$ cat config.mk
export PLATFORM = sky130hd
export DESIGN_NAME = pnc_gen_flat
export DESIGN_NICKNAME = d
export VERILOG_FILES = /design/src/rtl/pnc_gen_if.sv /design/src/rtl/pnc_gen.sv /design/src/flat_wrapper.sv
export SDC_FILE = /design/constraint.sdc
export NUM_CORES = 1
export LEC_CHECK = 0
export CAP_MARGIN = 20
export CORE_MARGIN = 10
export CORE_UTILIZATION = 57
export DETAILED_ROUTE_END_ITERATION = 16
export GPL_TIMING_DRIVEN = 1
export HOLD_SLACK_MARGIN = 0.05
export PLACE_DENSITY = 0.88
export SYNTH_ARGS = -nofsm -noshare
export SYNTH_HDL_FRONTEND = slang
export SYNTH_SLANG_ARGS = --single-unit
$ cat constraint.sdc
create_clock -name clk -period 2.5 [get_ports clk]
set_input_delay 0.25 -clock clk [delete_from_list [all_inputs] [get_ports clk]]
set_output_delay 0.25 -clock clk [all_outputs]
set_load 0.01 [all_outputs]
$ cat src/rtl/pnc_gen_if.sv
// Handshake bundle for pnc_gen: sigma2 sample stream in, Kf result stream out.
interface pnc_gen_if #(
   parameter int unsigned DW    = 12,
   parameter int unsigned OW    = 12,
   parameter int unsigned CNT_W = 10
);
   logic [DW-1:0]    di;
   logic             di_vld;
   logic             di_sof;
   logic             di_rdy;
   logic [OW-1:0]    dout;
   logic             do_vld;
   logic [CNT_W-1:0] do_idx;
   logic             do_last;
   logic             div0;

   modport master (output di, di_vld, di_sof,
                   input  di_rdy, dout, do_vld, do_idx, do_last, div0);
   modport slave  (input  di, di_vld, di_sof,
                   output di_rdy, dout, do_vld, do_idx, do_last, div0);
endinterface

$ cat src/rtl/pnc_gen.sv
// Payload noise weight Kf = (NUM << FRAC) / sigma2 via a restoring divider, windowed by subcarrier index.
// Optional PNC_CACHE_EN: reuse the last result when the same divisor repeats.
module pnc_gen #(
   parameter int unsigned DW    = 12,
   parameter int unsigned OW    = 12,
   parameter int unsigned NW    = 16,
   parameter int unsigned NUM   = 1578,
   parameter int unsigned FRAC  = 0,
   parameter int unsigned CNT_W = 10,
   parameter int unsigned START = 16,
   parameter int unsigned END   = 495
) (
   input  logic     clk,
   input  logic     rst_n,
   pnc_gen_if.slave bus
);
   localparam int unsigned DVW  = NW + FRAC;
   localparam int unsigned SW   = $clog2(DVW + 1);
   localparam int unsigned CW   = (DVW > OW) ? DVW : OW;
   localparam int unsigned KMAX = (32'd1 << (OW - 1)) - 32'd1;
   localparam logic [DVW-1:0]   DIVIDEND = DVW'(NUM) << FRAC;
   localparam logic [CNT_W-1:0] IDX_MAX  = '1;

   typedef enum logic [1:0] {IDLE, CALC, DONE} state_e;

   state_e           state_q, state_d;
   logic [CNT_W-1:0] idx_q, idx_d;
   logic [DW-1:0]    div_q, div_d;
   logic [DW-1:0]    rem_q, rem_d;
   logic [DVW-1:0]   quot_q, quot_d;
   logic [SW-1:0]    step_q, step_d;
   logic             rdy_q, rdy_d;
   logic [OW-1:0]    dout_q, dout_d;
   logic [CNT_W-1:0] oidx_q, oidx_d;
   logic             vld_q, vld_d;
   logic             last_q, last_d;
   logic             div0_q, div0_d;

   logic             accept_c, in_win_c, hit_c, div_zero_c;
   logic [CNT_W-1:0] nidx_c;
   logic [DW:0]      rem_sh_c;
   logic [OW-1:0]    kf_c;

`ifdef PNC_CACHE_EN
   logic             cvld_q, cvld_d;
   logic             hit_q, hit_d;
   logic             cdiv0_q, cdiv0_d;
   logic [DW-1:0]    cdiv_q, cdiv_d;
   logic [OW-1:0]    cres_q, cres_d;
`endif

   // Index tracking, window test, divider step operand and saturated result.
   always_comb begin
      accept_c   = bus.di_vld && rdy_q;
      nidx_c     = bus.di_sof ? '0 : ((idx_q == IDX_MAX) ? idx_q : idx_q + CNT_W'(1));
      in_win_c   = (32'(nidx_c) >= START) && (32'(nidx_c) <= END);
      rem_sh_c   = {rem_q, quot_q[DVW-1]};
      div_zero_c = (div_q == '0);
      kf_c       = (div_zero_c || (CW'(quot_q) > CW'(KMAX))) ? OW'(KMAX) : OW'(quot_q);
`ifdef PNC_CACHE_EN
      hit_c      = cvld_q && (bus.di == cdiv_q);
`else
      hit_c      = 1'b0;
`endif
   end

   always_comb begin
      state_d = state_q;
      idx_d   = idx_q;
      div_d   = div_q;
      rem_d   = rem_q;
      quot_d  = quot_q;
      step_d  = step_q;
      dout_d  = dout_q;
      oidx_d  = oidx_q;
      vld_d   = 1'b0;
      last_d  = 1'b0;
      div0_d  = 1'b0;
`ifdef PNC_CACHE_EN
      cvld_d  = cvld_q;
      hit_d   = hit_q;
      cdiv0_d = cdiv0_q;
      cdiv_d  = cdiv_q;
      cres_d  = cres_q;
`endif
      case (state_q)
         IDLE: begin
            if (accept_c) begin
               idx_d = nidx_c;
               if (in_win_c) begin
                  div_d   = bus.di;
                  rem_d   = '0;
                  quot_d  = DIVIDEND;
                  step_d  = '0;
                  state_d = hit_c ? DONE : CALC;
`ifdef PNC_CACHE_EN
                  hit_d   = hit_c;
`endif
               end
            end
         end
         // quot_q doubles as dividend shifter: MSB feeds the remainder, LSB takes the quotient bit.
         CALC: begin
            if (rem_sh_c >= {1'b0, div_q}) begin
               rem_d  = DW'(rem_sh_c - {1'b0, div_q});
               quot_d = {quot_q[DVW-2:0], 1'b1};
            end else begin
               rem_d  = DW'(rem_sh_c);
               quot_d = {quot_q[DVW-2:0], 1'b0};
            end
            step_d = step_q + SW'(1);
            if (step_q == SW'(DVW - 1)) state_d = DONE;
         end
         DONE: begin
            vld_d   = 1'b1;
            oidx_d  = idx_q;
            last_d  = (32'(idx_q) == END);
            dout_d  = kf_c;
            div0_d  = div_zero_c;
`ifdef PNC_CACHE_EN
            if (hit_q) begin
               dout_d = cres_q;
               div0_d = cdiv0_q;
            end else begin
               cvld_d  = 1'b1;
               cdiv_d  = div_q;
               cres_d  = kf_c;
               cdiv0_d = div_zero_c;
            end
`endif
            state_d = IDLE;
         end
         default: state_d = IDLE;
      endcase
      rdy_d = (state_d == IDLE);
   end

   always_ff @(posedge clk or negedge rst_n) begin
      if (!rst_n) begin
         state_q <= IDLE;
         idx_q   <= '0;
         div_q   <= '0;
         rem_q   <= '0;
         quot_q  <= '0;
         step_q  <= '0;
         rdy_q   <= 1'b0;
         dout_q  <= '0;
         oidx_q  <= '0;
         vld_q   <= 1'b0;
         last_q  <= 1'b0;
         div0_q  <= 1'b0;
      end else begin
         state_q <= state_d;
         idx_q   <= idx_d;
         div_q   <= div_d;
         rem_q   <= rem_d;
         quot_q  <= quot_d;
         step_q  <= step_d;
         rdy_q   <= rdy_d;
         dout_q  <= dout_d;
         oidx_q  <= oidx_d;
         vld_q   <= vld_d;
         last_q  <= last_d;
         div0_q  <= div0_d;
      end
   end

`ifdef PNC_CACHE_EN
   always_ff @(posedge clk or negedge rst_n) begin
      if (!rst_n) begin
         cvld_q  <= 1'b0;
         hit_q   <= 1'b0;
         cdiv0_q <= 1'b0;
         cdiv_q  <= '0;
         cres_q  <= '0;
      end else begin
         cvld_q  <= cvld_d;
         hit_q   <= hit_d;
         cdiv0_q <= cdiv0_d;
         cdiv_q  <= cdiv_d;
         cres_q  <= cres_d;
      end
   end
`endif

   assign bus.di_rdy  = rdy_q;
   assign bus.dout    = dout_q;
   assign bus.do_vld  = vld_q;
   assign bus.do_idx  = oidx_q;
   assign bus.do_last = last_q;
   assign bus.div0    = div0_q;
endmodule

$ cat src/flat_wrapper.sv
// flat-port wrapper written by rule: the top's interface ports become plain ports
module pnc_gen_flat 
#(
   parameter int unsigned DW    = 12,
   parameter int unsigned OW    = 12,
   parameter int unsigned NW    = 16,
   parameter int unsigned NUM   = 1578,
   parameter int unsigned FRAC  = 0,
   parameter int unsigned CNT_W = 10,
   parameter int unsigned START = 16,
   parameter int unsigned END   = 495
)
  (clk, rst_n, bus_di, bus_di_vld, bus_di_sof, bus_di_rdy, bus_dout, bus_do_vld, bus_do_idx, bus_do_last, bus_div0);
  pnc_gen_if #(.DW(DW), .OW(OW), .CNT_W(CNT_W)) bus_i ();
  input  logic clk;
  input  logic rst_n;
  input wire logic [$bits(bus_i.di)-1:0] bus_di;
  input wire logic [$bits(bus_i.di_vld)-1:0] bus_di_vld;
  input wire logic [$bits(bus_i.di_sof)-1:0] bus_di_sof;
  output wire logic [$bits(bus_i.di_rdy)-1:0] bus_di_rdy;
  output wire logic [$bits(bus_i.dout)-1:0] bus_dout;
  output wire logic [$bits(bus_i.do_vld)-1:0] bus_do_vld;
  output wire logic [$bits(bus_i.do_idx)-1:0] bus_do_idx;
  output wire logic [$bits(bus_i.do_last)-1:0] bus_do_last;
  output wire logic [$bits(bus_i.div0)-1:0] bus_div0;
  assign bus_i.di = bus_di;
  assign bus_i.di_vld = bus_di_vld;
  assign bus_i.di_sof = bus_di_sof;
  assign bus_di_rdy = bus_i.di_rdy;
  assign bus_dout = bus_i.dout;
  assign bus_do_vld = bus_i.do_vld;
  assign bus_do_idx = bus_i.do_idx;
  assign bus_do_last = bus_i.do_last;
  assign bus_div0 = bus_i.div0;
  pnc_gen #(.DW(DW), .OW(OW), .NW(NW), .NUM(NUM), .FRAC(FRAC), .CNT_W(CNT_W), .START(START), .END(END)) u_core (.clk(clk), .rst_n(rst_n), .bus(bus_i));
endmodule
==> results.py, run 1 <==
metrics = {
    "run_status": {
        "status": "completed",
    },
    "timing": {
        "min_period_ns": 2.38,
        "tns_ns": 0,
        "period_share": 0.951,
        "max_freq_mhz": 421,
        "worst_pin_slew_ns": 0.669,
        "fin_hold_ws_ns": 0.250,
        "slew_violations": 0,
        "final-hold-violation-count": 0,
        "setup_viol": 0,
        "finClkSkew_ns": 0.0126,
        "relSlewSlack": 0.554,
    },
    "global_route": {
        "grt_pass1_vias": 3400,
        "grt_max_degree": 84,
        "grt_remaining_overflow": 0,
        "grt_pass1_wl_mm": 16.6,
        "grt_antenna_before_repair": 0,
        "track_usage": 0.176,
    },
    "layout": {
        "num_antenna_cells": 0,
        "final_cells": 561,
        "seq_area_mm2": 0.00208,
        "drive_gt1_frac": 0.132,
        "area_growth_pct": 18.3,
        "fin_nets": 489,
        "multi_input_area_mm2": 0.00202,
        "fillers": 546,
    },
    "yosys": {
        "synth_xor_area_frac": 0.0163,
        "synth_mux_area_frac": 0.0717,
        "synth_fa_ha_area_frac": 0.0484,
        "ys_ff_latch": 83,
        "syn-num-nets": 447,
        "yosys_warnings": 0,
        "netlist_area_mm2": 0.00429,
        "ys_seq_area_frac": 0.484,
        "synth_cell_types": 52,
        "synth-compound-area-share": 0.173,
        "syn-instance-count": 415,
        "async_flop_share": 1.00,
        "synthSimpleGateAreaFrac": 0.154,
        "synth_top_family_by_area": "compound AO/OA/AOI/OAI gates",
        "avgSynthCellArea_um2": 10.3,
        "synth-edff-count": 0,
        "synthFlopType": "dfrtp_1",
    },
    "floorplanning": {
        "die_x_um": 107,
        "rows": 31,
        "core_mm2": 0.00729,
        "die_area_mm2": 0.0114,
        "initial_core_util": 0.589,
        "io_pins": 42,
        "fp.dieH_um": 107,
    },
    "flow_run": {
        "drv_cap": 0,
    },
    "drt": {
        "drtPass1Iterations": 4,
        "ant_nets": 0,
        "drcViolationCount": 0,
        "viasPerCell": 5.98,
        "vias": 3356,
        "drt_iter0_markers": 196,
        "wirelength_mm": 9.89,
        "wl_per_cell_um": 17.6,
    },
    "power": {
        "p_leak_nw": 2.30,
        "power_density_mw_per_mm2": 1360,
        "ir_drop_uv": 540,
    },
    "clock_tree": {
        "cts_tree": "done",
        "cts.root.buffer_cell": "clkbuf_8",
        "clk_path_buf_depth": 2,
        "numClockSinks": 83,
        "path_clk_slew_ns": 0.09,
        "cts_inserted_buffers": 9,
        "htreeDepth": 3,
        "clk_latency_ns": 0.36,
    },
    "critical_path": {
        "crit_path_end_kind": "register",
        "worstPathArrival_ns": 2.62,
        "crit_type": "register to register",
        "cp_slowest_cell": "dfrtp_1",
        "cp.required_ns": 2.74,
        "critPathMaxFanout": 33,
        "path_cells": "ha_2 -> and4_1 -> o2111ai_1 -> and3_1 -> o211ai_2 -> a31oi_2 -> or2_1 -> buf_12 -> a22o_1",
        "max_stage_delay_ns": 0.44,
        "start_kind": "register",
    },
    "min_path": {
        "worstHoldPathType": "primary input to asynchronous set/reset pin",
    },
    "placed_design": {
        "io_buffers": 41,
        "place_inst": 541,
        "dpl.hpwl_mm": 6.91,
        "gp_congestion": 0.928,
    },
}
## sequential cells by signal, summed over array words and instances (netlist names)
signal              count
u_core.bus.di_rdy       1
u_core.bus.div0         1
u_core.bus.do_idx      10
u_core.bus.do_last      1
u_core.bus.do_vld       1
u_core.bus.dout        12
u_core.div_q           12
u_core.idx_q           10
u_core.quot_q          16
u_core.rem_q           12
u_core.state_q          2
u_core.step_q           5
## critical path: cells and delay by family, from the launching register on
kind / cells / cell delay, ns
DFF: 1 / 0.44
AOI/OAI and AO/OA: 4 / 0.58
adders and majority gates: 1 / 0.31
buffers and inverters: 1 / 0.18
and+or+nand+nor: 3 / 0.74
## repair_timing
| action | CTS | global route |
|---|---|---|
| resized for setup | 1 | 13 |
| cloned | 0 | 1 |
| hold buffers | 0 | 1 |
| buffers inserted | 0 | 1 |
| pin swaps | 0 | 2 |
| endpoints found under the setup margin | 4 | 32 |
| hold endpoints to repair | 0 | 69 |
## per-layer routing
| layer | GRT usage | wire (µm) | vias up |
|---|---|---|---|
| li1 | - | - | 1585 |
| met1 | 0.213 | 4250 | 1672 |
| met2 | 0.301 | 5030 | 78 |
| met3 | 0.0323 | 378 | 21 |
| met4 | 0.0774 | 235 | 0 |
| met5 | 0 | 0 | - |
## layout make-up
| class | count | share of cell area |
|---|---|---|
| Multi-Input combinational cell | 284 | 0.399 |
| Tap cell | 99 | 0.0244 |
| Sequential cell | 83 | 0.410 |
| Clock buffer | 10 | 0.0271 |
| Clock inverter | 6 | 0.0155 |
| Timing Repair Buffer | 53 | 0.106 |
| Inverter | 26 | 0.0192 |
## cells by family (layout without fill, tap and decap cells)
family / Yosys count / count (layout)
AO/OA/AOI/OAI: 102 / 102
XOR/XNOR: 8 / 8
adder cells (fa/ha/maj): 16 / 16
buffers and inverters: 48 / 95
flip-flops: 83 / 83
multiplexers: 29 / 29
AND/OR/NAND/NOR: 129 / 129
## cell usage in the layout, fill, tap and decap left out, types with 13 or more instances in the layout
master	instances
dfrtp_1	80
nand2_1	42
clkdlybuf4s50_1	40
nor2_1	27
inv_1	25
a21oi_1	17
o21ai_0	16
mux2i_1	15
a22o_1	15
mux2_2	14
o22a_1	13
## synth_stat cells, drive strengths merged, types with 2 or more instances
library cell / count / area [µm²]
dfrtp: 83 / 2080
nand2: 42 / 158
nor2: 27 / 101
inv: 25 / 93.8
a21oi: 19 / 98.9
o21ai: 17 / 85.1
a22o: 15 / 131
ha: 15 / 188
mux2i: 15 / 150
mux2: 14 / 158
o22a: 13 / 114
buf: 12 / 91.3
o2bb2ai: 12 / 105
clkbuf: 10 / 37.5
nand3: 10 / 50.1
nand4: 9 / 71.3
nor3: 9 / 67.6
nand2b: 7 / 43.8
or2: 5 / 31.3
xnor2: 5 / 43.8
a31oi: 4 / 25.0
nor2b: 4 / 25.0
nor4: 4 / 25.0
a21o: 3 / 22.5
and2: 3 / 18.8
and3: 3 / 18.8
and4: 3 / 26.3
o211ai: 3 / 27.5
o31ai: 3 / 27.5
xor2: 3 / 26.3
a211oi: 2 / 15.0
a22oi: 2 / 15.0
a41oi: 2 / 17.5
nor4b: 2 / 17.5
o311ai: 2 / 17.5
## per-stage QoR
step / power (W) / area [µm²] / setup slack, ns / util
floorplan: 0.00480 / 4290 / 0.205 / -
global placement: 0.00549 / 4770 / 0.0759 / 0.654
detailed placement: 0.00569 / 4770 / 0.0480 / 0.654
CTS: 0.00674 / 4990 / 0.0620 / 0.684
global route: 0.00744 / 5080 / -0.00715 / 0.697
finish: 0.00692 / 5080 / 0.122 / 0.697
## where the power goes
| group | internal, W | leakage (nW) | switching (W) |
|---|---|---|---|
| combinational | 0.00173 | 1.13 | 0.00179 |
| sequential | 0.00186 | 1.06 | 0.000503 |
| clock | 0.000512 | 0.111 | 0.000533 |
## worst paths after layout
check / startpoint / endpoint / slack (ns) / cells after the start
worst min register to register: u_core.bus.do_idx[0] / u_core.bus.do_idx[0] / 0.48 / 2
worst max-delay path: u_core.idx_q[1] / u_core.step_q[3] / 0.12 / 9
worst min-delay path: rst_n / u_core.quot_q[3] / 0.25 / 2
min in group clk: u_core.bus.do_idx[0] / u_core.bus.do_idx[0] / 0.48 / 2
worst max register to register: u_core.idx_q[1] / u_core.step_q[3] / 0.12 / 9
max in group asynchronous: rst_n / u_core.idx_q[4] / 1.66 / 3
Note: power is estimated with default switching activity, not from simulation.
==> inputs of run 2 (changes only) <==
- CORE_UTILIZATION: 57 -> 60
- CTS_CLUSTER_DIAMETER: not set -> 80
- DONT_BUFFER_PORTS: not set -> 1
- PLACE_DENSITY: 0.88 -> 0.84
==> results.py, run 2 (synthesis gave the netlist of run 1 again) <==
metrics = {
    "power": {
        "p_leak_nw": 2.17,
        "clkPwrFrac": 0.133,
        "p_switching_w": 0.00263,
        "power_frac_seq": 0.374,
        "power_density_mw_per_mm2": 1350,
        "pwr-share-comb": 0.493,
        "ir_drop_uv": 741,
        "switching_share": 0.410,
        "p_int_w": 0.00379,
    },
    "timing": {
        "max_freq_mhz": 424,
        "tns_ns": 0,
        "min_period_ns": 2.36,
        "setup_viol": 0,
        "period_share": 0.944,
        "worst_pin_slew_ns": 0.694,
        "fin_hold_ws_ns": 0.0911,
        "relSlewSlack": 0.537,
        "slew_violations": 0,
        "final-hold-violation-count": 0,
        "finClkSkew_ns": 0.0107,
    },
    "drt": {
        "ant_nets": 0,
        "viasPerCell": 6.02,
        "drcViolationCount": 0,
        "wirelength_mm": 9.11,
        "drtPass1Iterations": 4,
        "wl_per_cell_um": 17.2,
        "drt_iter0_markers": 244,
        "vias": 3192,
    },
    "layout": {
        "multi_input_area_mm2": 0.00202,
        "largest_register_ffs": 16,
        "area_growth_pct": 10.4,
        "drive_gt1_frac": 0.134,
        "final_cells": 530,
        "fin_nets": 462,
        "post-route-util": 0.690,
        "top_register": "u_core.quot_q",
        "final_common_cell": "dfrtp_1",
        "fillers": 524,
        "final_cell_mix": "dfrtp_1, nand2_1, nor2_1",
        "seq_area_mm2": 0.00208,
        "num_antenna_cells": 0,
    },
    "clock_tree": {
        "clk_latency_ns": 0.35,
        "clk_path_buf_depth": 2,
        "cts_tree": "done",
        "cts_inserted_buffers": 9,
        "numClockSinks": 83,
        "cts.root.buffer_cell": "clkbuf_8",
        "path_clk_slew_ns": 0.08,
        "htreeDepth": 3,
    },
    "global_route": {
        "grt_pass1_wl_mm": 15.5,
        "grt_max_degree": 84,
        "track_usage": 0.168,
        "grt_antenna_before_repair": 0,
        "grt_remaining_overflow": 0,
        "grt_pass1_vias": 3174,
    },
    "placed_design": {
        "io_buffers": 0,
        "dpl.hpwl_mm": 6.28,
        "gp_congestion": 0.902,
        "place_inst": 499,
    },
    "run_status": {
        "status": "completed",
    },
    "floorplanning": {
        "core_mm2": 0.00687,
        "fp.dieH_um": 105,
        "io_pins": 42,
        "die_x_um": 105,
        "die_area_mm2": 0.0109,
        "initial_core_util": 0.625,
        "rows": 30,
    },
    "critical_path": {
        "rrSetupSlack_ns": 0.14,
        "critPathMaxFanout": 20,
        "cp.required_ns": 2.74,
        "worstReg2RegEnd": "u_core.step_q[2]",
        "crit_path_end_kind": "register",
        "r2r_cells": 8,
        "crit_type": "register to register",
        "crit-reg2reg-launch": "u_core.idx_q[5]",
        "worstPathArrival_ns": 2.60,
        "start_kind": "register",
    },
    "min_path": {
        "worstHoldPathType": "primary input to register",
        "min_from": "bus_di_sof",
        "worstHoldPathCells": 3,
        "min_to": "u_core.idx_q[4]",
    },
    "flow_run": {
        "drv_cap": 0,
    },
}
## run 2: worst max-delay path by stage
stage / startpoint / slack [ns] / cells past startpoint / end
final: u_core.idx_q[5] / 0.14 / 8 / u_core.step_q[2]
after global routing: u_core.idx_q[0] / -0.01 / 9 / u_core.quot_q[15]
after CTS: u_core.idx_q[0] / 0.11 / 9 / u_core.quot_q[15]
after detailed placement: u_core.idx_q[1] / 0.12 / 9 / u_core.step_q[2]
after global placement: u_core.idx_q[0] / 0.12 / 9 / u_core.step_q[3]
after floorplan: u_core.rem_q[1] / 0.20 / 9 / u_core.rem_q[10]
## run 2: timing repair
item | CTS | global route
hold buffers | 15 | 0
endpoints found under the hold margin | 99 | 0
setup endpoints to repair | 0 | 44
gates resized for setup | 0 | 11
setup buffers | 0 | 1
## run 2: stage by stage
| stage | instance area (µm²) | setup WS, ns | total power [W] |
|---|---|---|---|
| after global placement | 4360 | 0.120 | 0.00527 |
| after detailed placement | 4360 | 0.115 | 0.00542 |
| after floorplan | 4290 | 0.205 | 0.00480 |
| after CTS | 4700 | 0.107 | 0.00632 |
| final | 4740 | 0.139 | 0.00642 |
| after global routing | 4740 | -0.0125 | 0.00697 |
## run 2: layout make-up
class,count,share of cell area
well taps,96,0.0253
flip-flops and latches,83,0.439
repair buffers,26,0.0528
clock inverters,4,0.00581
inverters,26,0.0206
multi-input cells,284,0.427
clock buffers,11,0.0298
## run 2: routing by layer
metal / part of all wire / GRT usage / wire length, µm
met2: 0.46 / 0.262 / 4230
met5: 0 / 0 / 0
met3: 0.068 / 0.0534 / 615
met1: 0.46 / 0.217 / 4150
met4: 0.012 / 0.0578 / 111
## run 2: critical path, stage by stage (launching register included)
cell	delay, ns
dfrtp_1	0.55
and4_1	0.35
a31oi_1	0.13
or2_1	0.27
o211ai_2	0.11
a31oi_1	0.14
or2_1	0.24
buf_4	0.21
a22o_1	0.25
## run 2: power groups by stage
stage          Sequential, W  Clock (W)  Combinational (W)
2_1_floorplan        0.00222          0            0.00257
3_3_place_gp         0.00238          0            0.00288
3_5_place_dp         0.00240          0            0.00301
4_1_cts              0.00238   0.000870            0.00307
5_1_grt              0.00249   0.000930            0.00355
6_report             0.00240   0.000853            0.00316
==> inputs of run 3 (changes only) <==
- ABC_AREA: not set -> 1
- TNS_END_PERCENT: not set -> 1
==> results.py, run 3 <==
metrics = {
    "run_status": {
        "status": "completed",
    },
    "global_route": {
        "grt_remaining_overflow": 0,
        "gr-usage-met3": 0.0579,
        "grt_pass1_vias": 3497,
        "gr-usage-met2": 0.285,
        "grt_max_degree": 84,
        "grt_antenna_before_repair": 0,
        "track_usage": 0.175,
        "grt_pass1_wl_mm": 16.3,
        "use_met1": 0.212,
        "busiest_layer": "met2",
    },
    "layout": {
        "drive_gt1_frac": 0.0858,
        "largest_register_ffs": 16,
        "final_common_cell": "nand2_1",
        "fillers": 577,
        "num_antenna_cells": 0,
        "area_growth_pct": 10.7,
        "fin_nets": 599,
        "final_cell_mix": "nand2_1, dfrtp_1, inv_1",
        "top_register": "u_core.quot_q",
    },
    "power": {
        "switching_share": 0.433,
        "p_int_w": 0.00362,
        "ir_drop_uv": 734,
        "power_density_mw_per_mm2": 1320,
        "power_frac_seq": 0.356,
        "p_switching_w": 0.00277,
        "p_leak_nw": 2.35,
        "clkPwrFrac": 0.167,
        "pwr-share-comb": 0.477,
    },
    "critical_path": {
        "crit_path_end_kind": "register",
        "max_stage_delay_ns": 0.43,
        "cp.required_ns": 2.80,
        "critPathMaxFanout": 26,
        "crit_type": "register to register",
        "cp_top_family": "simple AND/OR/NAND/NOR gates",
        "worstPathArrival_ns": 2.55,
        "start_kind": "register",
        "critPathBufInv": 2,
        "cp_slowest_cell": "dfrtp_1",
        "path_cells": "ha_1 -> nand2_1 -> inv_1 -> nand3_1 -> nor2_1 -> nor2_1 -> nand3_1 -> nor2_1 -> nor2_2 -> nand3_4 -> buf_4 -> nand3_1 -> nand2_1",
    },
    "clock_tree": {
        "clk_path_buf_depth": 2,
        "post_cts_buffers": 0,
        "numClockSinks": 83,
        "path_clk_slew_ns": 0.09,
        "clk_latency_ns": 0.37,
        "htreeDepth": 3,
        "cts_inserted_buffers": 9,
        "cts_tree": "done",
        "cts.root.buffer_cell": "clkbuf_8",
    },
    "drt": {
        "drcViolationCount": 0,
        "drtPass1Iterations": 4,
        "ant_nets": 0,
        "wl_per_cell_um": 14.1,
        "wirelength_mm": 9.47,
        "vias": 3581,
        "viasPerCell": 5.34,
        "drt_iter0_markers": 196,
    },
    "floorplanning": {
        "die_x_um": 105,
        "io_pins": 42,
        "core_mm2": 0.00718,
        "rows": 31,
        "die_area_mm2": 0.0111,
        "fp.dieH_um": 105,
        "initial_core_util": 0.610,
    },
    "timing": {
        "worst_slack_ns": 0.244,
        "min_period_ns": 2.26,
        "relSlewSlack": 0.707,
        "fin_hold_ws_ns": 0.259,
        "worst_pin_slew_ns": 0.435,
        "max_freq_mhz": 443,
        "final-hold-violation-count": 0,
        "slew_violations": 0,
        "rsz0062_at_grt": "no",
        "finClkSkew_ns": 0.0118,
        "period_share": 0.902,
        "tns_ns": 0,
        "setup_viol": 0,
    },
    "yosys": {
        "synth_cell_types": 35,
        "ys_top_cells_by_area": "dfrtp_1, nand2_1, nand3_1",
        "netlist_area_mm2": 0.00438,
        "yosys_warnings": 0,
        "synth_most_common_cell": "nand2_1",
        "synth_top_area_share": 0.474,
        "syn-num-nets": 584,
        "synth-edff-count": 0,
        "ys_seq_area_frac": 0.474,
        "async_flop_share": 1.00,
        "avgSynthCellArea_um2": 7.94,
        "synthTopCellsByCount": "nand2_1, dfrtp_1, inv_1",
        "syn-instance-count": 552,
        "ys_ff_latch": 83,
        "yosysTopAreaCell": "dfrtp_1",
        "synthFlopType": "dfrtp_1",
    },
    "placed_design": {
        "gp_congestion": 0.956,
        "pre_cts_slack_ns": 0.278,
        "dpl.hpwl_mm": 6.69,
        "io_buffers": 0,
    },
    "min_path": {
        "worstHoldPathType": "primary input to register",
    },
    "flow_run": {
        "drv_cap": 0,
    },
}
==> run 3: final cells by class <==
type / instances / area (µm²) / share of cell area
Clock buffer: 9 / 124 / 0.0255
Clock inverter: 6 / 90.1 / 0.0186
Inverter: 78 / 293 / 0.0604
Multi-Input combinational cell: 372 / 1910 / 0.394
Sequential cell: 83 / 2080 / 0.428
Tap cell: 99 / 124 / 0.0255
Timing Repair Buffer: 23 / 229 / 0.0472
==> run 3: path summary, 6_finish.rpt <==
kind | endpoint | slack [ns] | start | depth (start not counted)
setup / recovery | u_core.quot_q[15] | 0.24 | u_core.idx_q[0] | 13
hold reg to reg | u_core.step_q[4] | 0.51 | u_core.step_q[4] | 2
min in group asynchronous | u_core.bus.do_idx[5] | 0.44 | rst_n | 2
max in group asynchronous | u_core.div_q[1] | 1.73 | rst_n | 2
setup reg to reg | u_core.quot_q[15] | 0.24 | u_core.idx_q[0] | 13
hold / removal | u_core.idx_q[3] | 0.26 | bus_di_sof | 3
==> run 3: power groups by stage <==
stage / Sequential [W] / Clock, W / Combinational (W)
5_1_grt: 0.00234 / 0.00115 / 0.00351
3_3_place_gp: 0.00227 / 0 / 0.00286
6_report: 0.00227 / 0.00107 / 0.00305
2_1_floorplan: 0.00216 / 0 / 0.00243
4_1_cts: 0.00227 / 0.00109 / 0.00306
3_5_place_dp: 0.00229 / 0 / 0.00300
==> run 3: timing repair <==
item | in CTS | in global routing
endpoints found under the hold margin | 95 | 0
hold buffers | 14 | 0
resized for setup | 0 | 1
setup endpoints to repair | 0 | 1
==> run 3: kinds of logic after synthesis <==
kind of cell | share of synthesized area
AND/OR/NAND/NOR | 0.270
buffers and inverters | 0.0891
AO/OA/AOI/OAI | 0.103
flip-flops | 0.474
adder cells (fa/ha/maj) | 0.0474
XOR/XNOR | 0.0160
==> run 3: per-layer routing <==
layer | wire [µm] | vias up
met5 | 0 | -
met4 | 150 | 0
met3 | 662 | 16
met2 | 4440 | 89
met1 | 4220 | 1681
li1 | - | 1795
==> run 3: worst reg2reg max path: stages (launching register included) <==
cell and delay (ns):
dfrtp_1 0.43, ha_1 0.24, nand2_1 0.17, inv_1 0.09, nand3_1 0.11, nor2_1 0.05, nor2_1 0.17, nand3_1 0.11
nor2_1 0.14, nor2_2 0.06, nand3_4 0.07, buf_4 0.30, nand3_1 0.13, nand2_1 0.10
==> run 3: through the flow <==
stage | total power [W] | instance area, µm² | std cells | util
floorplan | 0.00459 | 4380 | 552 | -
global placement | 0.00514 | 4470 | 641 | 0.624
detailed placement | 0.00529 | 4470 | 641 | 0.624
CTS | 0.00642 | 4850 | 670 | 0.675
global route | 0.00700 | 4850 | 670 | 0.676
finish | 0.00639 | 4850 | 670 | 0.676
